===== config.mk =====
export PLATFORM = sky130hd
export DESIGN_NAME = hue_pwm_array
export DESIGN_NICKNAME = d
export VERILOG_FILES = /design/src/rtl/hue_pwm_pkg.sv /design/src/rtl/hue_to_level.sv /design/src/rtl/hue_pwm_array.sv
export SDC_FILE = /design/constraint.sdc
export NUM_CORES = 2
export LEC_CHECK = 0
export CAP_MARGIN = 20
export CORE_ASPECT_RATIO = 0.9
export CORE_MARGIN = 2
export CORE_UTILIZATION = 55
export CTS_CLUSTER_SIZE = 25
export DETAILED_ROUTE_END_ITERATION = 6
export DONT_BUFFER_PORTS = 1
export PLACE_DENSITY_LB_ADDON = 0.25
export SLEW_MARGIN = 10
export SYNTH_ARGS = -nofsm -noshare
export SYNTH_HDL_FRONTEND = slang
export SYNTH_SLANG_ARGS = --single-unit

===== constraint.sdc =====
create_clock -name clk -period 18.3 [get_ports clk]
set_input_delay 1.83 -clock clk [delete_from_list [all_inputs] [get_ports clk]]
set_output_delay 1.83 -clock clk [all_outputs]
set_load 0.02 [all_outputs]

===== src/rtl/hue_pwm_pkg.sv =====
// Shared types and helpers for the multi-LED hue PWM generator.
package hue_pwm_pkg;

  localparam int unsigned HUE_MAX = 360;

  typedef logic [8:0] hue_t;

  typedef enum logic [1:0] {
    ModeCycle   = 2'd0,
    ModeHold    = 2'd1,
    ModeBreathe = 2'd2,
    ModeOff     = 2'd3
  } mode_e;

  typedef enum logic {
    BrUp   = 1'b0,
    BrDown = 1'b1
  } breathe_e;

  // Modular hue addition; both operands are already below HUE_MAX.
  function automatic hue_t hue_add(input hue_t a, input hue_t b);
    logic [9:0] s;
    s = {1'b0, a} + {1'b0, b};
    if (s >= 10'(HUE_MAX)) s = s - 10'(HUE_MAX);
    return s[8:0];
  endfunction

endpackage


===== src/rtl/hue_to_level.sv =====
// Combinational hue-to-duty conversion for one colour channel, scaled by brightness.
module hue_to_level
  import hue_pwm_pkg::*;
#(
  parameter int unsigned PWM_BITS = 8
) (
  input  hue_t                h,
  input  logic [PWM_BITS-1:0] b,
  output logic [PWM_BITS-1:0] duty
);

  localparam int unsigned IW = PWM_BITS + 7;
  localparam int unsigned PW = 2 * PWM_BITS + 1;
  localparam logic [IW-1:0] Max = IW'((1 << PWM_BITS) - 1);
  localparam logic [IW-1:0] H60 = IW'(60);
  localparam logic [IW-1:0] H120 = IW'(120);
  localparam logic [IW-1:0] H240 = IW'(240);
  localparam logic [IW-1:0] H300 = IW'(300);

  logic [IW-1:0] hw;
  logic [IW-1:0] lvl;
  logic [PW-1:0] prod;

  always_comb begin
    hw = IW'(h);
    if (hw < H60) begin
      lvl = Max;
    end else if (hw < H120) begin
      lvl = Max - (Max * (hw - H60)) / H60;
    end else if (hw < H240) begin
      lvl = '0;
    end else if (hw < H300) begin
      lvl = (Max * (hw - H240)) / H60;
    end else begin
      lvl = Max;
    end
    // B+1 scaling makes full brightness an exact pass-through.
    prod = PW'(lvl) * (PW'(b) + PW'(1));
    duty = PWM_BITS'(prod >> PWM_BITS);
  end

endmodule


===== src/rtl/hue_pwm_array.sv =====
// Multi-LED HSV colour-wheel PWM generator with brightness, hold, breathe and off modes.
module hue_pwm_array
  import hue_pwm_pkg::*;
#(
  parameter int unsigned PWM_BITS    = 8,
  parameter int unsigned NUM_LEDS    = 4,
  parameter int unsigned STEP_CYCLES = 33333,
  parameter int unsigned HUE_OFFSET  = 90
) (
  input  logic                clk,
  input  logic                rst,
  input  logic [1:0]          mode,
  input  logic [PWM_BITS-1:0] bright,
  input  logic [8:0]          hue_set,
  input  logic                hue_load,
  output logic [NUM_LEDS-1:0] pwm_r,
  output logic [NUM_LEDS-1:0] pwm_g,
  output logic [NUM_LEDS-1:0] pwm_b,
  output logic [8:0]          hue_out,
  output logic                period_start
);

  localparam int unsigned SW = $clog2(STEP_CYCLES);
  localparam logic [SW-1:0] StepLast = SW'(STEP_CYCLES - 1);
  localparam logic [PWM_BITS-1:0] Max = PWM_BITS'((1 << PWM_BITS) - 1);
  localparam logic [PWM_BITS-1:0] CntLast = Max - PWM_BITS'(1);

  typedef logic [NUM_LEDS-1:0][PWM_BITS-1:0] duty_arr_t;

  mode_e               mode_s;
  logic                tick, cnt_last;
  logic [SW-1:0]       step_q, step_d;
  hue_t                hue_q, hue_d;
  logic [PWM_BITS-1:0] lvl_q, lvl_d, b_eff;
  breathe_e            br_q, br_d;
  logic [PWM_BITS-1:0] cnt_q, cnt_d;
  duty_arr_t           calc_r, calc_g, calc_b;
  duty_arr_t           duty_r_q, duty_r_d, duty_g_q, duty_g_d, duty_b_q, duty_b_d;
  logic [NUM_LEDS-1:0] pwm_r_q, pwm_r_d, pwm_g_q, pwm_g_d, pwm_b_q, pwm_b_d;
  logic                period_start_q, period_start_d;

  assign mode_s = mode_e'(mode);

  for (genvar k = 0; k < NUM_LEDS; k++) begin : g_led
    localparam hue_t Off = hue_t'((k * HUE_OFFSET) % HUE_MAX);
    hue_t h_r, h_g, h_b;
    assign h_r = hue_add(hue_q, Off);
    assign h_g = hue_add(h_r, 9'd240);
    assign h_b = hue_add(h_r, 9'd120);

    hue_to_level #(.PWM_BITS(PWM_BITS)) u_lvl_r (.h(h_r), .b(b_eff), .duty(calc_r[k]));
    hue_to_level #(.PWM_BITS(PWM_BITS)) u_lvl_g (.h(h_g), .b(b_eff), .duty(calc_g[k]));
    hue_to_level #(.PWM_BITS(PWM_BITS)) u_lvl_b (.h(h_b), .b(b_eff), .duty(calc_b[k]));
  end

  always_comb begin
    tick   = (step_q == StepLast);
    step_d = tick ? '0 : step_q + 1'b1;

    hue_d = hue_q;
    if (hue_load && (hue_set < 9'(HUE_MAX))) begin
      hue_d = hue_set;
    end else if (tick && (mode_s == ModeCycle)) begin
      hue_d = hue_add(hue_q, 9'd1);
    end

    lvl_d = lvl_q;
    br_d  = br_q;
    if (tick && (mode_s == ModeBreathe)) begin
      if (br_q == BrUp) begin
        lvl_d = lvl_q + 1'b1;
        if (lvl_d == Max) br_d = BrDown;
      end else begin
        lvl_d = lvl_q - 1'b1;
        if (lvl_d == '0) br_d = BrUp;
      end
    end

    b_eff = (mode_s == ModeBreathe) ? lvl_q : bright;

    cnt_last = (cnt_q == CntLast);
    cnt_d    = cnt_last ? '0 : cnt_q + 1'b1;

    // Duties only change at the period boundary so a running period is never disturbed.
    duty_r_d = duty_r_q;
    duty_g_d = duty_g_q;
    duty_b_d = duty_b_q;
    if (cnt_last) begin
      duty_r_d = (mode_s == ModeOff) ? '0 : calc_r;
      duty_g_d = (mode_s == ModeOff) ? '0 : calc_g;
      duty_b_d = (mode_s == ModeOff) ? '0 : calc_b;
    end

    pwm_r_d = '0;
    pwm_g_d = '0;
    pwm_b_d = '0;
    for (int k = 0; k < NUM_LEDS; k++) begin
      pwm_r_d[k] = (cnt_q < duty_r_q[k]);
      pwm_g_d[k] = (cnt_q < duty_g_q[k]);
      pwm_b_d[k] = (cnt_q < duty_b_q[k]);
    end
    period_start_d = (cnt_q == '0);
  end

  always_ff @(posedge clk or posedge rst) begin
    if (rst) begin
      step_q         <= '0;
      hue_q          <= '0;
      lvl_q          <= '0;
      br_q           <= BrUp;
      cnt_q          <= '0;
      duty_r_q       <= '0;
      duty_g_q       <= '0;
      duty_b_q       <= '0;
      pwm_r_q        <= '0;
      pwm_g_q        <= '0;
      pwm_b_q        <= '0;
      period_start_q <= 1'b0;
    end else begin
      step_q         <= step_d;
      hue_q          <= hue_d;
      lvl_q          <= lvl_d;
      br_q           <= br_d;
      cnt_q          <= cnt_d;
      duty_r_q       <= duty_r_d;
      duty_g_q       <= duty_g_d;
      duty_b_q       <= duty_b_d;
      pwm_r_q        <= pwm_r_d;
      pwm_g_q        <= pwm_g_d;
      pwm_b_q        <= pwm_b_d;
      period_start_q <= period_start_d;
    end
  end

  assign pwm_r        = pwm_r_q;
  assign pwm_g        = pwm_g_q;
  assign pwm_b        = pwm_b_q;
  assign hue_out      = hue_q;
  assign period_start = period_start_q;

endmodule


==> impl_metrics.tcl <==
set metrics [dict create \
    fin_skew_ns 0.0199 \
    nFillCells 18700 \
    fin_crit_sh_pct 96.4 \
    slew_viol_final 0 \
    fmax_mhz 56.7 \
    final_util_pct 59.0 \
    row_count 157 \
    min_path_type "flop to flop" \
    post-dp-hpwl_um 270000 \
    cts_buffers 17 \
    antenna_found_initial 12 \
    muxShareOfSynthArea_pct 1.67 \
    grt_pass1_wl_um 537000 \
    vias_per_cell 5.96 \
    final_cell_mix "inv_1, fa_1, nand2_1" \
    fin_crit_ns 17.64 \
    tns_ns 0 \
    yosysSeqAreaShare_pct 3.35 \
    wl_met1_um 150000 \
    grt_max_degree 97 \
    overflow 0 \
    grt_pass1_vias 96100 \
    worst_pin_slew_ns 1.22 \
    cts.path.max_buffers 2 \
    vias 100000 \
    core-area_um2 204000 \
    synth_cells 14100 \
    area_delta_synth_final_pct 6.57 \
    r2r_end "duty_g_q[23]" \
    r2r-start "hue_out[3]" \
    initial_core_util_pct 55.4 \
    io_buffers 0 \
    maxCapViolCount 0 \
    syn_avg_cell_area_um2 8.02 \
    synth-simple-area-share_pct 15.7 \
    rrSetupSlack_ns 0.66 \
    violations "design-rule violations" \
    rsz0062_at_grt "true" \
    yosysTopAreaCellShare_pct 28.5 \
    crit_top_cell "fa_1" \
    finalHoldViolCount 0 \
    highest_layer "met5" \
    hold-path-cell-count 2 \
    dr_wl_met3_um 31400 \
    crit_arrival_ns 18.04 \
    drt_first_pass_iters 7 \
    yosysTopAreaCell "fa_1" \
    synth_cell_types 151 \
    synth_top_cells_by_area "fa_1, ha_1, inv_1" \
    synth_ff_type "dfrtp_1" \
    gp_congestion 1.01 \
    min_to "duty_g_q[8]" \
    syn_nets 16600 \
    cp_slowest_stage_delay_ns 0.55 \
    synthArstFlopShare_pct 100 \
    final_antenna_net_count 0 \
    synthXorXnorAreaFrac_pct 9.86 \
    relSlewSlack_pct 18.2 \
    synth_top_family_by_area "adder cells" \
    setup_viol 0 \
    worstSetupPathType "flop to flop" \
    drive_above_1_share_pct 7.65 \
    yosys.area_share.adder_pct 39.1 \
    finalWirelength_um 338000 \
    synth-edff-count 0 \
    r2r_cells 70 \
    synth_compound_area_share_pct 20.2 \
    clock_latency_ns 0.56 \
    drc 45 \
    required_ns 18.71 \
    design.die.area_um2 209000 \
    hold_ws_ns 0.481 \
    final_common_cell "inv_1" \
    grt_use_total_pct 32.3 \
    min_from "duty_g_q[8]" \
    met2WireLength_um 145000 \
    status "complete, but fails checks" \
    clock-sinks 151 \
    critPathCaptureType "flop" \
    cts.clk_slew.worst_paths_ns 0.08 \
    syn-cell-area_um2 113000 \
    critPathSlowestCell "fa_1" \
    ctsHoldBuffers 0 \
    startpoint_type "flop" \
    synth_seq_cells 151 \
    ios 44 \
    clockRootBuffer "clkbuf_16" \
    nets 16600 \
    die_h_um 433 \
    ys_warn_count 0 \
    drt-wirelength-per-cell_um 20.1 \
    cts_tree "yes" \
    die_width_um 481 \
    h-tree-depth 4 \
    path_max_fanout 13 \
    dr.first_iter.drc_count 8842 \
]
==> cells in the mapped netlist, types with 30 or more instances <==
master    count
clkbuf_1    271
xnor2_1     941
or3_1        83
mux2i_1     109
nand3_1     257
o221ai_1     30
nor3_1      216
fa_1       1606
o211a_1      48
maj3_1       32
o32ai_1      30
inv_1      2630
a211o_1      59
nand4_1      70
a31oi_1     149
nand2b_1    143
o21bai_1    181
o31ai_1      70
nor2b_1      72
ha_1        924
a31o_2       41
o22ai_1     106
o21a_1      114
a22oi_1      34
xor2_1      230
o211ai_1    146
o31a_1       32
o21ai_0     457
buf_2        32
a221oi_1     37
o21ai_1      62
a21o_1      199
mux2_2       58
nor2_1      783
nand2_1    1368
dfrtp_1     151
and3_1      102
a32oi_1      35
a311oi_1     33
a21oi_1     741
a211oi_1    103
a21boi_0     44
nor4_1       59
and2_1      303
or2_2        68
==> cell type report <==
class                   count  area (µm²)  area share, %
multi-input cells       10900       99700           83.0
repair buffers            329        2570           2.14
diodes                     14        35.0         0.0292
clock buffers              17         425          0.354
flip-flops and latches    151        3800           3.16
well taps                2703        3380           2.82
clock inverters            15         179          0.149
inverters                2649        9970           8.30
==> how the worst max path moves through the flow <==
stage,start,end,slack (ns),cells after the start
detailed placement,hue_out[3],duty_b_q[14],-0.40,73
finish,hue_out[3],duty_g_q[23],0.66,70
floorplan,hue_out[2],duty_b_q[30],-0.13,75
global placement,hue_out[3],duty_b_q[14],-0.02,72
CTS,hue_out[3],duty_g_q[30],0.008,67
global route,hue_out[2],duty_b_q[30],-0.18,74
==> critical path: cells and delay by family (launching register included) <==
| family | cells | cell delay (ns) |
|---|---|---|
| compound gates | 29 | 7.18 |
| fa+ha+maj | 13 | 5.42 |
| buf+inv | 12 | 1.59 |
| simple gates | 10 | 1.38 |
| xor+xnor | 5 | 1.02 |
| mux | 1 | 0.44 |
| flops | 1 | 0.39 |
==> metal layers <==
layer | vias up | global-route usage (%)
li1 | 47000 | -
met1 | 48700 | 46.2
met2 | 3831 | 48.3
met3 | 512 | 7.23
met4 | 2 | 10.3
met5 | - | 0
==> registers in the layout, summed over array words and instances (netlist names), 8 cells and up <==
signal	cells
duty_b_q	32
duty_g_q	32
duty_r_q	32
step_q	16
hue_out	9
cnt_q	8
lvl_q	8
==> cells by family (layout without fill, tap and decap cells) <==
| family | after synthesis | count (layout) |
|---|---|---|
| DFF | 151 | 151 |
| muxes | 175 | 175 |
| and+or+nand+nor | 3709 | 3709 |
| xor gates and xnor gates | 1213 | 1213 |
| adders and majority gates | 2564 | 2564 |
| other | 0 | 14 |
| AOI/OAI and AO/OA | 3249 | 3249 |
| buffers and inverters | 2995 | 3010 |
==> through the flow <==
step                      setup slack, ns  instance area, µm²  cells
after floorplan                    -0.132              113000  14100
after global placement            -0.0198              117000  16700
after detailed placement           -0.402              117000  16700
after CTS                         0.00814              118000  16700
after global routing               -0.179              120000  16800
final                               0.664              120000  16800
==> what timing repair did <==
action                     in CTS  in global routing
setup endpoints to repair      22                 79
resized for setup              31                345
gates cloned                    0                  0
setup buffers                   4                 75
pin swaps                       1                 42
Power is not shown: default switching activity piles up to over one toggle a cycle in this logic, so the estimate is an artifact.
